`config.mk`:
```
export PLATFORM = sky130hd
export DESIGN_NAME = aes_wddl_out_decoder_flat
export DESIGN_NICKNAME = d
export VERILOG_FILES = /design/src/rtl/aes_wddl_pkg.sv /design/src/rtl/aes_wddl_out_decoder_if.sv /design/src/rtl/aes_wddl_rail_chk.sv /design/src/rtl/aes_wddl_out_decoder.sv /design/src/flat_wrapper.sv
export SDC_FILE = /design/constraint.sdc
export NUM_CORES = 1
export LEC_CHECK = 0
export ABC_AREA = 1
export BUFFER_PORTS_ARGS = -buffer_cell sky130_fd_sc_hd__buf_2
export CORE_ASPECT_RATIO = 1.1
export CORE_MARGIN = 5
export CORE_UTILIZATION = 44
export DETAILED_ROUTE_END_ITERATION = 7
export HOLD_SLACK_MARGIN = 0.02
export PLACE_DENSITY = 0.77
export SYNTH_ARGS = -nofsm -noshare
export SYNTH_HDL_FRONTEND = slang
export SYNTH_SLANG_ARGS = --single-unit
```
`constraint.sdc`:
```
create_clock -name clk -period 4.33 [get_ports clk]
set_input_delay 0.866 -clock clk [delete_from_list [all_inputs] [get_ports clk]]
set_output_delay 0.866 -clock clk [all_outputs]
set_load 0.1 [all_outputs]
```
`src/rtl/aes_wddl_pkg.sv`:
```
// Shared types and constants for the WDDL AES output decoder.
// Byte order follows the cipher state: sa00 in the top byte, sa33 in the bottom byte.
package aes_wddl_pkg;

    localparam int AES_W  = 128;
    localparam int NBYTES = AES_W / 8;

    typedef enum logic [1:0] {
        IDLE = 2'd0,
        PRE  = 2'd1,
        EVAL = 2'd2,
        HOLD = 2'd3
    } fsm_e;

    // Rail-pair classification of the whole 128-pair word
    typedef enum logic [1:0] {
        RC_MIXED = 2'd0,
        RC_ZERO  = 2'd1,
        RC_COMP  = 2'd2,
        RC_ILL   = 2'd3
    } rail_cls_e;

    // LSB position of state byte sa<row><col>
    function automatic int sa_lsb(input int row, input int col);
        return AES_W - 8 - 8 * (4 * col + row);
    endfunction

endpackage

```
`src/rtl/aes_wddl_out_decoder_if.sv`:
```
// Host-side bundle of the decoder: dual-rail input, ld strobe and ciphertext handshake.
// master = dual-rail producer / host side, slave = decoder.
interface aes_wddl_out_decoder_if;
    import aes_wddl_pkg::*;

    logic             ld;
    logic [AES_W-1:0] state_t;
    logic [AES_W-1:0] state_f;
    logic [AES_W-1:0] text_out;
    logic             out_vld;
    logic             out_rdy;
    logic             busy;
    logic             err;

    modport master (
        output ld, state_t, state_f, out_rdy,
        input  text_out, out_vld, busy, err
    );

    modport slave (
        input  ld, state_t, state_f, out_rdy,
        output text_out, out_vld, busy, err
    );

endinterface

```
`src/rtl/aes_wddl_rail_chk.sv`:
```
// Combinational classifier over 128 true/false rail pairs: all-zero, complementary, illegal (11) or mixed.
// Zero latency; no handshake.
module aes_wddl_rail_chk
    import aes_wddl_pkg::*;
(
    input  logic [AES_W-1:0] state_t_i,
    input  logic [AES_W-1:0] state_f_i,
    output rail_cls_e        cls_o
);

    logic zero, comp, ill;

    assign zero = ~|(state_t_i | state_f_i);
    assign comp = &(state_t_i ^ state_f_i);
    assign ill  = |(state_t_i & state_f_i);

    // zero, comp and ill are mutually exclusive, so the order only picks the fallback
    always_comb begin
        cls_o = RC_MIXED;
        if (zero)      cls_o = RC_ZERO;
        else if (comp) cls_o = RC_COMP;
        else if (ill)  cls_o = RC_ILL;
    end

endmodule

```
`src/rtl/aes_wddl_out_decoder.sv`:
```
// WDDL output decoder: counts precharge/evaluate waves after ld, captures the NEVAL-th evaluate as ciphertext.
// Result held on out_vld until out_rdy; WDDL_RAIL_CHECK_EN adds illegal-rail and phase-timeout error exits.
module aes_wddl_out_decoder
    import aes_wddl_pkg::*;
#(
    parameter int NEVAL   = 11,
    parameter int TMO_CYC = 16
) (
    input logic                  clk,
    input logic                  rst,
    aes_wddl_out_decoder_if.slave io
);

    localparam int CNT_W = $clog2(NEVAL + 1);
    localparam logic [CNT_W-1:0] CNT_LAST = CNT_W'(NEVAL);

    if (NEVAL < 1 || TMO_CYC < 1) begin : g_bad_cfg
        $error("aes_wddl_out_decoder: NEVAL and TMO_CYC must be at least 1");
    end

    rail_cls_e        cls;
    fsm_e             state_q, state_d;
    logic [CNT_W-1:0] cnt_q, cnt_d, cnt_inc;
    logic [AES_W-1:0] text_q, text_d;
    logic             vld_q, vld_d;
    logic             busy_q, busy_d;

    aes_wddl_rail_chk u_rail_chk (
        .state_t_i (io.state_t),
        .state_f_i (io.state_f),
        .cls_o     (cls)
    );

    assign cnt_inc = cnt_q + 1'b1;

`ifdef WDDL_RAIL_CHECK_EN
    localparam int TMO_W = $clog2(TMO_CYC + 1);
    localparam logic [TMO_W-1:0] TMO_LAST = TMO_W'(TMO_CYC);

    logic [TMO_W-1:0] tmo_q, tmo_d, tmo_inc;
    logic             err_q, err_d;
    logic             in_phase;

    assign tmo_inc  = tmo_q + 1'b1;
    assign in_phase = (state_q == PRE) || (state_q == EVAL);
    assign io.err   = err_q;
`else
    assign io.err   = 1'b0;
`endif

    always_comb begin
        state_d = state_q;
        cnt_d   = cnt_q;
        text_d  = text_q;
        vld_d   = vld_q;
        busy_d  = busy_q;
`ifdef WDDL_RAIL_CHECK_EN
        err_d   = err_q;
        tmo_d   = '0;
`endif
        unique case (state_q)
            IDLE: begin
                if (io.ld) begin
                    state_d = PRE;
                    cnt_d   = '0;
                    busy_d  = 1'b1;
`ifdef WDDL_RAIL_CHECK_EN
                    err_d   = 1'b0;
`endif
                end
            end
            PRE: begin
                if (cls == RC_ZERO) state_d = EVAL;
            end
            EVAL: begin
                // Partially evaluated or spacer-mixed words are not counted
                if (cls == RC_COMP) begin
                    cnt_d = cnt_inc;
                    if (cnt_inc == CNT_LAST) begin
                        text_d  = io.state_t;
                        vld_d   = 1'b1;
                        state_d = HOLD;
                    end else begin
                        state_d = PRE;
                    end
                end
            end
            HOLD: begin
                if (vld_q && io.out_rdy) begin
                    vld_d   = 1'b0;
                    busy_d  = 1'b0;
                    state_d = IDLE;
                end
            end
            default: state_d = IDLE;
        endcase
`ifdef WDDL_RAIL_CHECK_EN
        if (in_phase) begin
            tmo_d = (state_d == state_q) ? tmo_inc : '0;
            if (cls == RC_ILL || (state_d == state_q && tmo_inc == TMO_LAST)) begin
                err_d   = 1'b1;
                state_d = IDLE;
                busy_d  = 1'b0;
                vld_d   = 1'b0;
                tmo_d   = '0;
            end
        end
`endif
    end

    always_ff @(posedge clk or posedge rst) begin
        if (rst) begin
            state_q <= IDLE;
            cnt_q   <= '0;
            text_q  <= '0;
            vld_q   <= 1'b0;
            busy_q  <= 1'b0;
`ifdef WDDL_RAIL_CHECK_EN
            err_q   <= 1'b0;
            tmo_q   <= '0;
`endif
        end else begin
            state_q <= state_d;
            cnt_q   <= cnt_d;
            text_q  <= text_d;
            vld_q   <= vld_d;
            busy_q  <= busy_d;
`ifdef WDDL_RAIL_CHECK_EN
            err_q   <= err_d;
            tmo_q   <= tmo_d;
`endif
        end
    end

    assign io.text_out = text_q;
    assign io.out_vld  = vld_q;
    assign io.busy     = busy_q;

endmodule

```
`src/flat_wrapper.sv`:
```
// flat-port wrapper written by rule: the top's interface ports become plain ports
module aes_wddl_out_decoder_flat import aes_wddl_pkg::*;
#(
    parameter int NEVAL   = 11,
    parameter int TMO_CYC = 16
)
  (clk, rst, io_ld, io_state_t, io_state_f, io_out_rdy, io_text_out, io_out_vld, io_busy, io_err);
  aes_wddl_out_decoder_if io_i ();
  input logic clk;
  input logic rst;
  input wire logic [$bits(io_i.ld)-1:0] io_ld;
  input wire logic [$bits(io_i.state_t)-1:0] io_state_t;
  input wire logic [$bits(io_i.state_f)-1:0] io_state_f;
  input wire logic [$bits(io_i.out_rdy)-1:0] io_out_rdy;
  output wire logic [$bits(io_i.text_out)-1:0] io_text_out;
  output wire logic [$bits(io_i.out_vld)-1:0] io_out_vld;
  output wire logic [$bits(io_i.busy)-1:0] io_busy;
  output wire logic [$bits(io_i.err)-1:0] io_err;
  assign io_i.ld = io_ld;
  assign io_i.state_t = io_state_t;
  assign io_i.state_f = io_state_f;
  assign io_i.out_rdy = io_out_rdy;
  assign io_text_out = io_i.text_out;
  assign io_out_vld = io_i.out_vld;
  assign io_busy = io_i.busy;
  assign io_err = io_i.err;
  aes_wddl_out_decoder #(.NEVAL(NEVAL), .TMO_CYC(TMO_CYC)) u_core (.clk(clk), .rst(rst), .io(io_i));
endmodule
```
* After elaboration in Yosys (flattened, before gate mapping) *
Index checks and enable logic that the tools add are counted.

storage, ports and cells
  memory bits (writable) = 0
  bits in read-only memories = 0
  word-level logic and storage cells = 51
  memories kept = 0
  bits in latches = 0
  bits of input ports = 260
  bits in registers = 136

operators by class
  $mul = 0
  shifts and indexed selects = 0
  div/mod/pow operators = 0
  add/sub/neg operators = 1
  bitwise gates (word level) = 3
  eq/ne operators = 11
  multiplexer cells = 18
  order comparisons = 0
  reductions and logical operators = 13

operator list
  cell                 count
  $reduce_or 128->1    2
  $and 128x128->128    1
  $or 128x128->128     1
  $reduce_and 128->1   1
  $xor 128x128->128    1
  $mux 2               8
  $reduce_and 3->1     3
  $mux 4               2
  $ne 2x1->1 const B   4
  $pmux 2 s4           1
  $pmux 4 s2           1
  $reduce_and 4->1     2
  $eq 2x2->1 const B   3
  $reduce_bool 2->1    3
  $add 4x1->4 const B  1
  $eq 2x1->1 const B   2
  $eq 4x4->1 const B   1
  $mux 1               4
  $pmux 1 s2           2
  $logic_not 2->1      1
  $ne 2x2->1 const B   1
  $logic_and 1x1->1    1

* Logic depth before layout (Yosys ltp) *
Gate-level depths: netlist of the first run.

  depth in word-level cells = 8
  gate-level depth with buffers = 16
  depth with buffers taken out = 15

* Hierarchy *
Synthesis of the first run repeated with hierarchy kept, for this count alone.

second synthesis, totals
  cell total of the unflattened synthesis = 1463
  area total of the unflattened synthesis = 11527.3 µm²

modules (own cells, without submodules)
  module                area an instance (µm²)  instances  sequential area each (µm²)  cells an instance
  aes_wddl_out_decoder  6020.8                  1          3403.3                      612
  aes_wddl_rail_chk     5506.5                  1          0.0                         851

* Worst setup path before layout of the first run *
Ideal clock, no wire load.

  kind = input -> register
  from = input port io_state_f[107]
  to = register u_core.text_q[10] (netlist: u_core.io.text_out[10])
  arrival time = 2.300 ns
  required time = 4.205 ns
  library setup time = 0.125 ns
  buffers on the path = 2
  path slack = 1.905 ns
  stages on the path = 15
  cells stage by stage = inv_1 > ha_1 > nand2_1 > inv_1 > nand2_1 > nor2_1 > nand2_1 > nor2_1 > nand2_1 > nor2_2 > nand2_2 > buf_4 > buf_2 > o21ai_1 > nand2_1

on the way
  cells in the longest elaborated chain, start to end = 7
  elaborated cells between the ends (all ways) = 11
  classes of those cells = eq/ne (1); mux (3); bitwise (3); reduce/logical (4)

RTL lines
  what                                 line                         RTL
  start, declared                      flat_wrapper.sv:13           input wire logic [$bits(io_i.state_f)-1:0] io_state_f;
  $and 128x128->128                    aes_wddl_rail_chk.sv:15      assign ill = |(state_t_i & state_f_i);
  $reduce_or 128->1                    aes_wddl_rail_chk.sv:15
  $mux 2                               aes_wddl_rail_chk.sv:22      else if (ill) cls_o = RC_ILL;
  $mux 2                               aes_wddl_rail_chk.sv:21      else if (comp) cls_o = RC_COMP;
  $mux 2 *                             aes_wddl_rail_chk.sv:20      if (zero) cls_o = RC_ZERO;
  $eq 2x2->1 *                         aes_wddl_out_decoder.sv:77   if (cls == RC_COMP) begin
  $reduce_and 3->1 (no source line) *  n/a
  end signal, assigned                 aes_wddl_out_decoder.sv:125  text_q <= text_d;
  end, declared                        aes_wddl_out_decoder.sv:24   logic [AES_W-1:0] text_q, text_d;

Mark *: on every way between the ends. The rest lies on a longest branch, timed or not.
A chain may end at the register's enable or synchronous reset.

* Worst setup path in the final report of the first run *
  from = input port io_state_t[114]
  to = register u_core.text_q[54] (netlist: u_core.io.text_out[54])

on the way
  cells in the longest elaborated chain, start to end = 7
  elaborated cells between the ends (all ways) = 11
  classes of those cells = eq/ne (1); mux (3); bitwise (3); reduce/logical (4)

RTL lines
  what                                 line                        RTL
  start, declared                      flat_wrapper.sv:12          input wire logic [$bits(io_i.state_t)-1:0] io_state_t;
  $and 128x128->128                    aes_wddl_rail_chk.sv:15
  $reduce_or 128->1                    aes_wddl_rail_chk.sv:15
  $mux 2                               aes_wddl_rail_chk.sv:22
  $mux 2                               aes_wddl_rail_chk.sv:21
  $mux 2 *                             aes_wddl_rail_chk.sv:20
  $eq 2x2->1 *                         aes_wddl_out_decoder.sv:77
  $reduce_and 3->1 (no source line) *  n/a

Marked as above.

==> summary.md, run 1 <==
| Metric | Value |
|---|---|
| Global-route wire length before repair | `about 45,000 um` |
| Final wirelength | `28,450 um` |
| Tcrit/Tclk final | `69.53%` |
| Initial Utilization | `roughly 44%` |
| Cells after DPL | `roughly 1.8k` |
| Starting DRT DRC Count | `384` |
| Fill count | `between 1.5k and 2k` |
| Tmin final | `roughly 3000 ps` |
| Int Power | `approximately 0.0025 W` |
| Compound-cell area share of the yosys netlist | `roughly 7.3%` |
| Post-Synth Adder-Cell Area | `between 10% and 20%` |
| Die Wd | `146.8 um` |
| Resized Gates After CTS | `0` |
| CTS Hold Bufs | `0` |
| Synth-to-Final Area Change | `29.64%` |
| Clk Latency, worst-skew pair | `roughly 410 ps` |
| Syn Area/Cell | `between 7 and 8 um^2` |
| DP Wirelength | `approximately 23,000 um` |
| GR Util All Layers | `a little under a quarter` |
| Fraction of layout cells with a size suffix above 1 | `26.93%` |
| Combinational fraction of design power | `about 14%` |
| Design Area, Final | `~12,000 um^2` |
| DR WL/cell | `~15 um` |
| Multi-input gate area | `approximately 4300 um^2` |
| Post-CTS Setup Inserts | `0` |
| Net Sw Frac | `between 20% and 30%` |
| PD cells | `279.7 nW/um^2` |
| CTS root buffer | `clkbuf_16` |
| Pre-CTS setup slack | `857.0 ps` |
| Initial antenna violation count | `2` |
| Max cap viols | `0` |
| Clock group share of total power | `between 40% and 50%` |
| Die area | `approximately 24,000 um^2` |
| Reg power frac | `roughly 40%` |
| DP Area | `approximately 11,000 um^2` |
| Final setup viols | `0` |
| Post-DRT Antenna Nets | `0` |
| CTS clk-pin slew, worst paths | `around 60 ps` |
| Vias in the first global route | `~9k` |
| Syn Nets | `1,616` |
| Sink Count | `136` |
| Crit path required time | `about 4700 ps` |
| Layout Nets | `1,987` |
| Leak | `between 7 and 8 nW` |
| Global placement routability congestion | `a little over 0.9` |
| Post-synthesis sequential area ratio | `37.58%` |
| Residual DRC count | `0` |
| Clk_skew | `10.77 ps` |
| Global routing's busiest layer | `met2` |
| Core Footprint | `a little over 20,000 um^2` |
| WS Path Type | `in2reg` |
| Post-synthesis xor/xnor area fraction | `0.09673%` |
| Largest net degree at the start of global routing | `around 140` |
| Yosys cell types | `26` |
| Synth Instances | `approximately 1.2k` |
| Crit. End Element | `flop` |
| Total gr overflow | `0` |
| Top Ports | `between 300 and 400` |
| FF/Latch Area | `about 3400 um^2` |
| DR vias/cell | `about 4.8` |
| Arrival time at the worst endpoint | `roughly 3400 ps` |
| Total chip power | `roughly 0.0033 W` |
| Max-slew violation count | `0` |
| Synth Area in Simple Gates | `between 20% and 30%` |
| Port Buffers | `between 300 and 400` |
| Switching pwr | `slightly above 0.0008 W` |
| Grt met3 use | `6.800%` |
| DRT Pass-1 Iters | `6` |
| Worst-margin pin slew | `just over 800 ps` |
| Rows | `55` |
| Synthesized cell area | `between 9000 and 10,000 um^2` |
| Grt met1 use | `between 20% and 30%` |
| Final setup margin | `around 1300 ps` |
| CTS Buf Count | `17` |
| Die Ht | `160.5 um` |
| Setup Total Neg Slack | `0 ps` |
| Fin cells | `around 1.9k` |
| Hold WC Path Type | `reg2reg` |
| Hold Fails Final Rpt | `0` |
| GR met2 Demand/Resource | `42.57%` |
| Total number of vias | `roughly 9k` |
| Multiplexer share of the synthesized area | `0%` |
| Status | `completed` |
| Number of synthesized register bits | `roughly 140` |
| Max-slew headroom | `~45%` |
| CP max FO | `~60` |
| VDD IR max | `0.2299 mV` |
| Fmax achieved | `roughly 330 MHz` |
| RSZ-0062 raised after global routing | `false` |
| Yosys Warn Count | `0` |
| Largest family of logic cells by synthesized area | `simple AND/OR/NAND/NOR gates` |
| CTS tree | `done` |
| Clock tree buffer depth | `2` |
| H-tree Lvls | `4` |
| Startpoint types | `input pin` |
==> Yosys cell counts <==
| cell type | number | area, um^2 |
|---|---|---|
| nand3_2 | 1 | 10.01 |
| ha_1 | 130 | 1627 |
| nor2_4 | 1 | 11.26 |
| xnor2_1 | 1 | 8.760 |
| buf_6 | 13 | 146.4 |
| nand2_2 | 1 | 6.260 |
| conb_1 | 1 | 3.750 |
| o21ai_1 | 11 | 55.05 |
| inv_1 | 278 | 1044 |
| buf_8 | 1 | 15.01 |
| a21oi_1 | 1 | 5.000 |
| buf_1 | 1 | 3.750 |
| clkbuf_2 | 9 | 45.04 |
| dfrtp_1 | 136 | 3403 |
| inv_2 | 2 | 7.510 |
| o31ai_1 | 1 | 7.510 |
| nor2_8 | 1 | 20.02 |
| buf_2 | 3 | 15.01 |
| nor2_2 | 1 | 6.260 |
| buf_4 | 4 | 30.03 |
| nand4_1 | 25 | 156.4 |
| o21ai_0 | 119 | 595.6 |
| clkbuf_1 | 12 | 45.04 |
| nor2_1 | 67 | 251.5 |
| nand3_1 | 10 | 50.05 |
| nand2_1 | 396 | 1486 |
==> logic make-up after synthesis <==
family | after synthesis
simple gates | 503
buf+inv | 323
flops | 136
compound gates | 132
fa+ha+maj | 130
xor+xnor | 1
other cells | 1
==> critical path, stage by stage <==
cell	delay, ps
buf_2	100
inv_1	60
ha_1	270
nand4_1	90
nor2_1	170
nand2_1	90
nor2_1	220
nand2_1	100
nor2_2	160
nand2_4	340
nor2_8	220
buf_12	250
nand2_1	220
nand2_1	110
==> power by group through the flow <==
stage,clock (W),combinational (W),sequential (W)
floorplan,0,0.000238,0.00133
global placement,0,0.000439,0.00133
detailed placement,0,0.000455,0.00133
CTS,0.00156,0.000458,0.00131
global route,0.00161,0.000526,0.00131
finish,0.00152,0.000451,0.00131
==> final timing paths <==
kind / from / end / slack [ps] / cells after the start
worst min-delay path: u_core.io.text_out[14] / u_core.io.text_out[14] / 480 / 2
max in group asynchronous: rst / u_core.io.text_out[126] / 3040 / 3
min in group asynchronous: rst / u_core.io.text_out[35] / 590 / 3
worst max-delay path: io_state_t[114] / u_core.io.text_out[54] / 1320 / 14
worst min register to register: u_core.io.text_out[14] / u_core.io.text_out[14] / 480 / 2
worst max register to register: u_core.cnt_q[0] / u_core.io.text_out[99] / 1760 / 6
==> layout by cell type (no fill, tap or decap), drive strengths merged, types with 3 or more instances in the layout <==
cell type    n
clkbuf      18
bufinv       4
inv        280
nand3       11
dfrtp      136
buf        395
ha         130
nor2        70
clkinv       5
nand2      397
o21ai      130
nand4       25
clkinvlp     3
==> per-layer routing <==
layer  vias up  part of all wire [%]
met4         2                   2.2
li1       4441                     -
met1      4042                    39
met5         -                 0.025
met2       333                    50
met3        44                   8.2
==> through the flow <==
stage,hold WS [ps],util [%]
floorplan,498.5,-
finish,477.1,57.44
detailed placement,463.9,54.41
global route,510.9,57.44
CTS,477.5,57.42
global placement,459.4,54.41
==> layout make-up <==
type	instances	share of cell area, %
antenna	1	0.02132
clock inverter	12	1.503
sequential	136	28.99
clock buffer	18	3.741
timing repair buffer	395	17.29
inverter	280	8.985
tap	256	2.729
multi-input combinational	767	36.74
==> flip-flops by register name, summed over array words and instances (netlist names) <==
register	cells
u_core.io.text_out	128
u_core.cnt_q	4
u_core.state_q	2
u_core.io.out_vld	1
u_core.io.busy	1
Note: power is estimated with default switching activity, not from simulation.
==> run 2, diff against run 1 <==
--- a/config.mk
+++ b/config.mk
@@ -5,14 +5,13 @@
 export SDC_FILE = /design/constraint.sdc
 export NUM_CORES = 1
 export LEC_CHECK = 0
-export ABC_AREA = 1
+export ABC_AREA = 0
 export BUFFER_PORTS_ARGS = -buffer_cell sky130_fd_sc_hd__buf_2
-export CORE_ASPECT_RATIO = 1.1
-export CORE_MARGIN = 5
-export CORE_UTILIZATION = 44
+export CORE_AREA = 5 5 149 151
 export DETAILED_ROUTE_END_ITERATION = 7
+export DIE_AREA = 0 0 154 156
 export HOLD_SLACK_MARGIN = 0.02
-export PLACE_DENSITY = 0.77
+export PLACE_DENSITY = 0.76
 export SYNTH_ARGS = -nofsm -noshare
 export SYNTH_HDL_FRONTEND = slang
 export SYNTH_SLANG_ARGS = --single-unit
==> constraint.sdc (replaced) <==
create_clock -name clk -period 3 [get_ports clk]
set_input_delay 0.6 -clock clk [delete_from_list [all_inputs] [get_ports clk]]
set_output_delay 0.6 -clock clk [all_outputs]
set_load 0.1 [all_outputs]
==> run 2 against run 1 <==
  * Wire length increased by 16%
  * Total power up 46%
  * Combinational power grew 59%
==> summary.md, run 2 <==
| Metric | Value |
|---|---|
| Status | `completed` |
| CP max FO | `14` |
| Starting DRT DRC Count | `695` |
| Initial Utilization | `between 40% and 50%` |
| Die Wd | `approximately 150 um` |
| Residual DRC count | `0` |
| DR WL/cell | `20.77 um` |
| Hold Fails Final Rpt | `0` |
| RSZ-0062 raised after global routing | `false` |
| Syn Nets | `approximately 1.3k` |
| Hold WC Path Type | `in2async` |
| Core Footprint | `approximately 21,000 um^2` |
| Largest net degree at the start of global routing | `81` |
| Resized Gates After CTS | `0` |
| Final wirelength | `between 30,000 and 40,000 um` |
| Syn Area/Cell | `about 11 um^2` |
| Synthesized cell area | `~9400 um^2` |
| PD cells | `just under 400 nW/um^2` |
| Synth-to-Final Area Change | `31.64%` |
| Ys flop type | `dfrtp_1` |
| Sink Count | `136` |
| Top Ports | `391` |
| Initial antenna violation count | `4` |
| CTS Hold Bufs | `0` |
| Post-synth ARST share | `100.0%` |
| VDD IR max | `between 0.3 and 0.4 mV` |
| Die area | `approximately 24,000 um^2` |
| EDFF count, synth | `0` |
| Vias in the first global route | `8,959` |
| Clk_skew | `between 9 and 10 ps` |
| WS Path Type | `in2reg` |
| CTS tree | `done` |
| Slowest cell on crit path | `nor4_1` |
| Most common cell in the synthesized netlist | `inv_1` |
| Port Buffers | `389` |
| GR Util All Layers | `a little over a quarter` |
| Pre-CTS setup slack | `-59.43 ps` |
| Max cap viols | `0` |
| Total number of vias | `approximately 8.4k` |
| DRT Pass-1 Iters | `8` |
| Die Ht | `between 150 and 200 um` |
| Rows | `53` |
| Total gr overflow | `0` |
| Number of synthesized register bits | `roughly 140` |
| Commonest cells in the netlist | `inv_1, dfrtp_1, ha_1` |
| Cell breakdown of the critical path | `buf_2 -> inv_1 -> ha_1 -> nand4_1 -> nor4_1 -> buf_4 -> nand4_1 -> nor2_1 -> o211ai_4 -> buf_12 -> buf_4 -> mux2_4` |
| CTS root buffer | `clkbuf_16` |
| Clk Latency, worst-skew pair | `roughly 430 ps` |
| Synth area leader | `dfrtp_1` |
| Max-slew headroom | `between 60 and 70%` |
| Layout Nets | `1,681` |
| Clock tree buffer depth | `2` |
| Fmax achieved | `around 380 MHz` |
| Synth Instances | `874` |
| Area contributors post-synth | `dfrtp_1, mux2_4, ha_1` |
| Post-synthesis sequential area ratio | `36.06%` |
| Tcrit/Tclk final | `between 80% and 90%` |
| Max reg flops | `between 100 and 150` |
| Tmin final | `2628 ps` |
| Post-CTS Setup Inserts | `0` |
| DR vias/cell | `5.280` |
| Top-area cell type share of the netlist area | `between 30% and 40%` |
| Max-slew violation count | `0` |
| Final setup margin | `between 300 and 400 ps` |
| CTS Buf Count | `17` |
| Final setup viols | `0` |
| Yosys Warn Count | `0` |
| DP Wirelength | `approximately 28,000 um` |
| Crit path required time | `~3300 ps` |
| Worst-margin pin slew | `between 500 and 600 ps` |
| Fraction of layout cells with a size suffix above 1 | `between 40% and 50%` |
| H-tree Lvls | `4` |
| Top delay family on crit path | `simple AND/OR/NAND/NOR gates` |
| Most frequent cells in the layout | `buf_2, inv_1, dfrtp_1, ha_1, nand4_1` |
| Fin cells | `~1.6k` |
| Global placement routability congestion | `about 0.96` |
| Arrival time at the worst endpoint | `roughly 3000 ps` |
| Leak | `~8 nW` |
| Commonest non-fill, non-tap cell in the layout | `buf_2` |
| Global-route wire length before repair | `roughly 50,000 um` |
| Levels on crit path | `12` |
| Crit. End Element | `flop` |
| CP peak stage delay | `~420 ps` |
| CTS clk-pin slew, worst paths | `70 ps` |
| R2R depth | `8` |
| Startpoint types | `input pin` |
| Yosys cell types | `34` |
| Post-DRT Antenna Nets | `0` |
| Worst Path Buf+Inv | `5` |
| Cells after DPL | `1,547` |
[run 2: layer usage]
layer / part of all wire, % / global-route usage (%) / up-vias
met1: 39 / 32.09 / 3981
li1: - / - / 3838
met4: 3.2 / 10.18 / 0
met5: 0 / 0 / -
met2: 51 / 47.52 / 460
met3: 7.4 / 5.104 / 80
[run 2: cells by family (layout without fill, tap and decap cells)]
logic type	count (synthesis)	after routing	synth area share, %
AO/OA/AOI/OAI	16	16	1.246
AND/OR/NAND/NOR	181	181	11.76
adder cells (fa/ha/maj)	130	130	17.24
flip-flops	136	136	36.06
multiplexers	131	131	20.37
buffers and inverters	277	707	13.10
other	1	5	0.03974
XOR/XNOR	2	2	0.1857
[run 2: worst paths after layout]
path                       slack, ps                   from                      to
min in group clk                 420         io_state_t[18]  u_core.io.text_out[18]
min                              260                    rst  u_core.io.text_out[36]
max reg2reg                      890        u_core.cnt_q[0]  u_core.io.text_out[97]
min reg2reg                      500  u_core.io.text_out[2]   u_core.io.text_out[2]
max                              370         io_state_t[68]  u_core.io.text_out[97]
max in group asynchronous       2310                    rst         u_core.cnt_q[2]
[run 2: cell type report]
| cell class | count | area, um^2 |
|---|---|---|
| clock inverter | 15 | 190.2 |
| timing repair buffer | 414 | 2260 |
| sequential | 136 | 3403 |
| inverter | 261 | 983.4 |
| tap | 275 | 344.1 |
| fill | 1732 | 8268 |
| multi-input combinational | 461 | 4806 |
| antenna | 4 | 10.01 |
| clock buffer | 17 | 425.4 |
[run 2: worst min-delay path, cell delays in order]
cell and delay (ps):
buf_2 110, clkinvlp_4 100, buf_12 270
[run 2: report_power, final]
part / total [W] / switching (W) / internal [W]
clock: 0.00226 / 0.000930 / 0.00133
sequential: 0.00183 / 0 / 0.00183
combinational: 0.000716 / 0.000417 / 0.000299
[run 2: metrics by stage]
| stage | area [um^2] | utilization, % | hold slack, ps | setup TNS, ps | power [W] |
|---|---|---|---|---|---|
| CTS | 12410 | 59.99 | 269.8 | 0 | 0.004826 |
| finish | 12420 | 60.04 | 258.7 | 0 | 0.004810 |
| floorplan | 9440 | - | 496.3 | 0 | 0.002190 |
| global placement | 11800 | 57.02 | 482.5 | -5405 | 0.002560 |
| detailed placement | 11800 | 57.02 | 487.6 | -3404 | 0.002567 |
| global route | 12420 | 60.04 | 288.0 | 0 | 0.004977 |
==> run 3, diff against run 2 <==
--- a/config.mk
+++ b/config.mk
@@ -7,11 +7,13 @@
 export LEC_CHECK = 0
 export ABC_AREA = 0
 export BUFFER_PORTS_ARGS = -buffer_cell sky130_fd_sc_hd__buf_2
-export CORE_AREA = 5 5 149 151
+export CORE_ASPECT_RATIO = 1.1
+export CORE_MARGIN = 5
+export CORE_UTILIZATION = 51
 export DETAILED_ROUTE_END_ITERATION = 7
-export DIE_AREA = 0 0 154 156
 export HOLD_SLACK_MARGIN = 0.02
-export PLACE_DENSITY = 0.76
+export PLACE_DENSITY = 0.81
 export SYNTH_ARGS = -nofsm -noshare
 export SYNTH_HDL_FRONTEND = slang
+export SYNTH_HIERARCHICAL = 1
 export SYNTH_SLANG_ARGS = --single-unit
==> run 3 against run 2 <==
  * The flow now finishes with violations (setup timing)
  * Highest routed layer is now met5
  * Sequential share of layout area down 6.2 points
  * Worst hold slack better by 180 ps
  * First-iteration DRC count up 23%
  * Clock power about the same
  * Non-clock buffer count up 168
  * Largest power group unchanged
  * Critical path depth up 2
  * Clock skew up 4.6 ps
  * Die area up 0.41%
  * Count of clock-buffer cells in the layout up 2
  * Synthesized cell count up 11%
==> summary.md, run 3 <==
| Metric | Value |
|---|---|
| Residual DRC count | `0` |
| Synth area leader | `dfrtp_1` |
| Yosys Warn Count | `6` |
| R2R Path Start | `u_core/cnt_q[1]` |
| CTS Hold Bufs | `0` |
| Clock tree buffer depth | `2` |
| Design Area, Final | `roughly 16,000 um^2` |
| Synth Instances | `a little under 1k` |
| Global-route wire length before repair | `63,860 um` |
| Die area | `24,120 um^2` |
| CTS Buf Count | `17` |
| Yosys cell types | `37` |
| DRT Pass-1 Iters | `5` |
| DP Wirelength | `around 32,000 um` |
| Fraction of layout cells with a size suffix above 1 | `a little over half` |
| Initial Utilization | `between 50% and 60%` |
| Max reg flops | `128` |
| Post-synth ARST share | `between 90% and 100%` |
| EDFF count, synth | `0` |
| Top delay family on crit path | `simple AND/OR/NAND/NOR gates` |
| Die Wd | `roughly 150 um` |
| VDD IR max | `between 0.3 and 0.4 mV` |
| Most frequent cells in the layout | `buf_2, inv_1, ha_1, buf_4, dfrtp_1` |
| Layout Nets | `around 2.1k` |
| CTS root buffer | `clkbuf_16` |
| Clk Latency, worst-skew pair | `420 ps` |
| Core Footprint | `about 21,000 um^2` |
| Sink Count | `136` |
| Ys flop type | `dfrtp_1` |
| Starting DRT DRC Count | `about 850` |
| Top Ports | `391` |
| Global placement routability congestion | `~0.9` |
| Commonest cells in the netlist | `inv_1, ha_1, dfrtp_1` |
| Synthesized cell area | `10,770 um^2` |
| Hold Fails Final Rpt | `0` |
| Final wirelength | `roughly 46,000 um` |
| Initial antenna violation count | `5` |
| Vias in the first global route | `roughly 11k` |
| Post-synthesis xor/xnor area fraction | `less than 1%` |
| Fmax achieved | `around 290 MHz` |
| Max cap viols | `0` |
| Area contributors post-synth | `dfrtp_1, ha_1, mux2_4` |
| R2R setup slack | `940 ps` |
| CP peak stage delay | `600 ps` |
| Crit. End Element | `flop` |
| Hold WC Path Type | `in2async` |
| Largest family of logic cells by synthesized area | `adder cells` |
| DP Area | `roughly 14,000 um^2` |
| Leak | `~9.7 nW` |
| Largest net degree at the start of global routing | `around 140` |
| CP max FO | `8` |
| Final setup margin | `-440.9 ps` |
| Total gr overflow | `0` |
| Worst hold slack | `~440 ps` |
| Violated checks | `setup timing` |
| CTS tree | `done` |
| Arrival time at the worst endpoint | `between 3000 and 4000 ps` |
| Post-synthesis sequential area ratio | `31.61%` |
| Critical path origin | `io_state_t[90]` |
| Most common cell in the synthesized netlist | `inv_1` |
| Cell breakdown of the critical path | `buf_4 -> ha_1 -> nor4_4 -> nand4_1 -> or4_4 -> nor2_4 -> o22ai_2 -> and2b_1 -> and3_4 -> o21ai_4 -> buf_12 -> buf_8 -> buf_16 -> mux2_4` |
| Final setup viols | `133` |
| Crit path required time | `around 3300 ps` |
| WS Path Type | `in2reg` |
| Number of synthesized register bits | `around 140` |
| Worst-margin pin slew | `between 700 and 800 ps` |
| GR Util All Layers | `roughly a third` |
| Clk_skew | `14.20 ps` |
| Synth Area in Simple Gates | `under 10%` |
| Startpoint types | `input pin` |
| Syn Nets | `between 1k and 1.5k` |
| Port Buffers | `just under 400` |
| Worst Path Buf+Inv | `4` |
| Synth-to-Final Area Change | `49.17%` |
| Tmin final | `3441 ps` |
| Rows | `55` |
| Setup Total Neg Slack | `-47,100 ps` |
| Max-slew violation count | `0` |
| RSZ-0062 raised after global routing | `true` |
| Post-Synth Adder-Cell Area | `roughly 30%` |
| Tcrit/Tclk final | `114.7%` |
| R2R depth | `8` |
| Commonest non-fill, non-tap cell in the layout | `buf_2` |
| Post-DRT Antenna Nets | `0` |
| DR WL/cell | `approximately 25 um` |
| Total number of vias | `approximately 10k` |
| Compound-cell area share of the yosys netlist | `under 10%` |
| Die Ht | `162.4 um` |
| Syn Area/Cell | `between 10 and 15 um^2` |
| Top-area cell type share of the netlist area | `between 30% and 40%` |
| Status | `complete, but fails checks` |
| Reg2reg end | `u_core/io.text_out[102]` |
| Slowest cell on crit path | `or4_4` |
| DR vias/cell | `between 5 and 6` |
| PD cells | `323.1 nW/um^2` |
| CTS clk-pin slew, worst paths | `roughly 70 ps` |
| Max-slew headroom | `between 40 and 50%` |
| Multiplexer share of the synthesized area | `16.87%` |
| H-tree Lvls | `4` |
==> run 3: worst min-delay path: cells and delay by family <==
family,cells,cell delay [ps]
buffers and inverters,3,760
==> run 3: worst max path at each step <==
| stage | cells past startpoint | slack, ps | endpoint |
|---|---|---|---|
| floorplan | 12 | -60 | u_core/io.text_out[100] |
| global placement | 13 | -1120 | u_core/io.text_out[98] |
| detailed placement | 13 | -1130 | u_core/io.text_out[100] |
| CTS | 15 | -180 | u_core/io.text_out[118] |
| global route | 14 | -410 | u_core/io.text_out[85] |
| finish | 14 | -440 | u_core/io.text_out[102] |
==> run 3: kinds of logic (layout without fill, tap and decap cells) <==
| logic type | after synthesis | count (layout) |
|---|---|---|
| XOR/XNOR | 1 | 1 |
| flip-flops | 136 | 136 |
| AND/OR/NAND/NOR | 147 | 147 |
| AO/OA/AOI/OAI | 19 | 19 |
| buffers and inverters | 279 | 876 |
| other | 1 | 5 |
| adder cells (fa/ha/maj) | 258 | 258 |
| multiplexers | 128 | 128 |
==> run 3: metrics by stage <==
step	total power, W	utilization [%]	instances	setup WS [ps]
floorplan	0.002179	-	969	-57.52
global placement	0.002763	69.30	1796	-1121
detailed placement	0.002802	69.30	1796	-1127
CTS	0.005106	76.46	1848	-182.2
global route	0.005372	77.52	1853	-412.5
finish	0.005190	77.55	1855	-440.9
==> run 3: final cells by class <==
cell class                 count  area [um^2]
multi-input combinational    554         6858
fill                        1170         4651
timing repair buffer         582         3844
sequential                   136         3403
inverter                     262        989.7
clock buffer                  19        432.9
tap                          285        356.6
clock inverter                13        168.9
antenna                        4        10.01
==> run 3: repair_timing <==
action | CTS | global route
pin swaps | 30 | 16
gates resized for setup | 112 | 39
cloned | 9 | 1
endpoints found under the hold margin | 0 | 0
setup endpoints to repair | 134 | 133
buffers inserted | 11 | 3
==> run 3: routing by layer <==
metal	wire length [um]	GRT usage [%]
met5	26	0
met4	3701	22.93
met3	4603	8.851
met2	22620	62.87
met1	15180	35.60
==> run 3: power by group <==
group	leakage (nW)	total [W]	internal, W	switching [W]
Combinational	7.55	0.00111	0.000518	0.000592
Clock	0.281	0.00224	0.00132	0.000919
Sequential	1.88	0.00184	0.00184	0.00000448
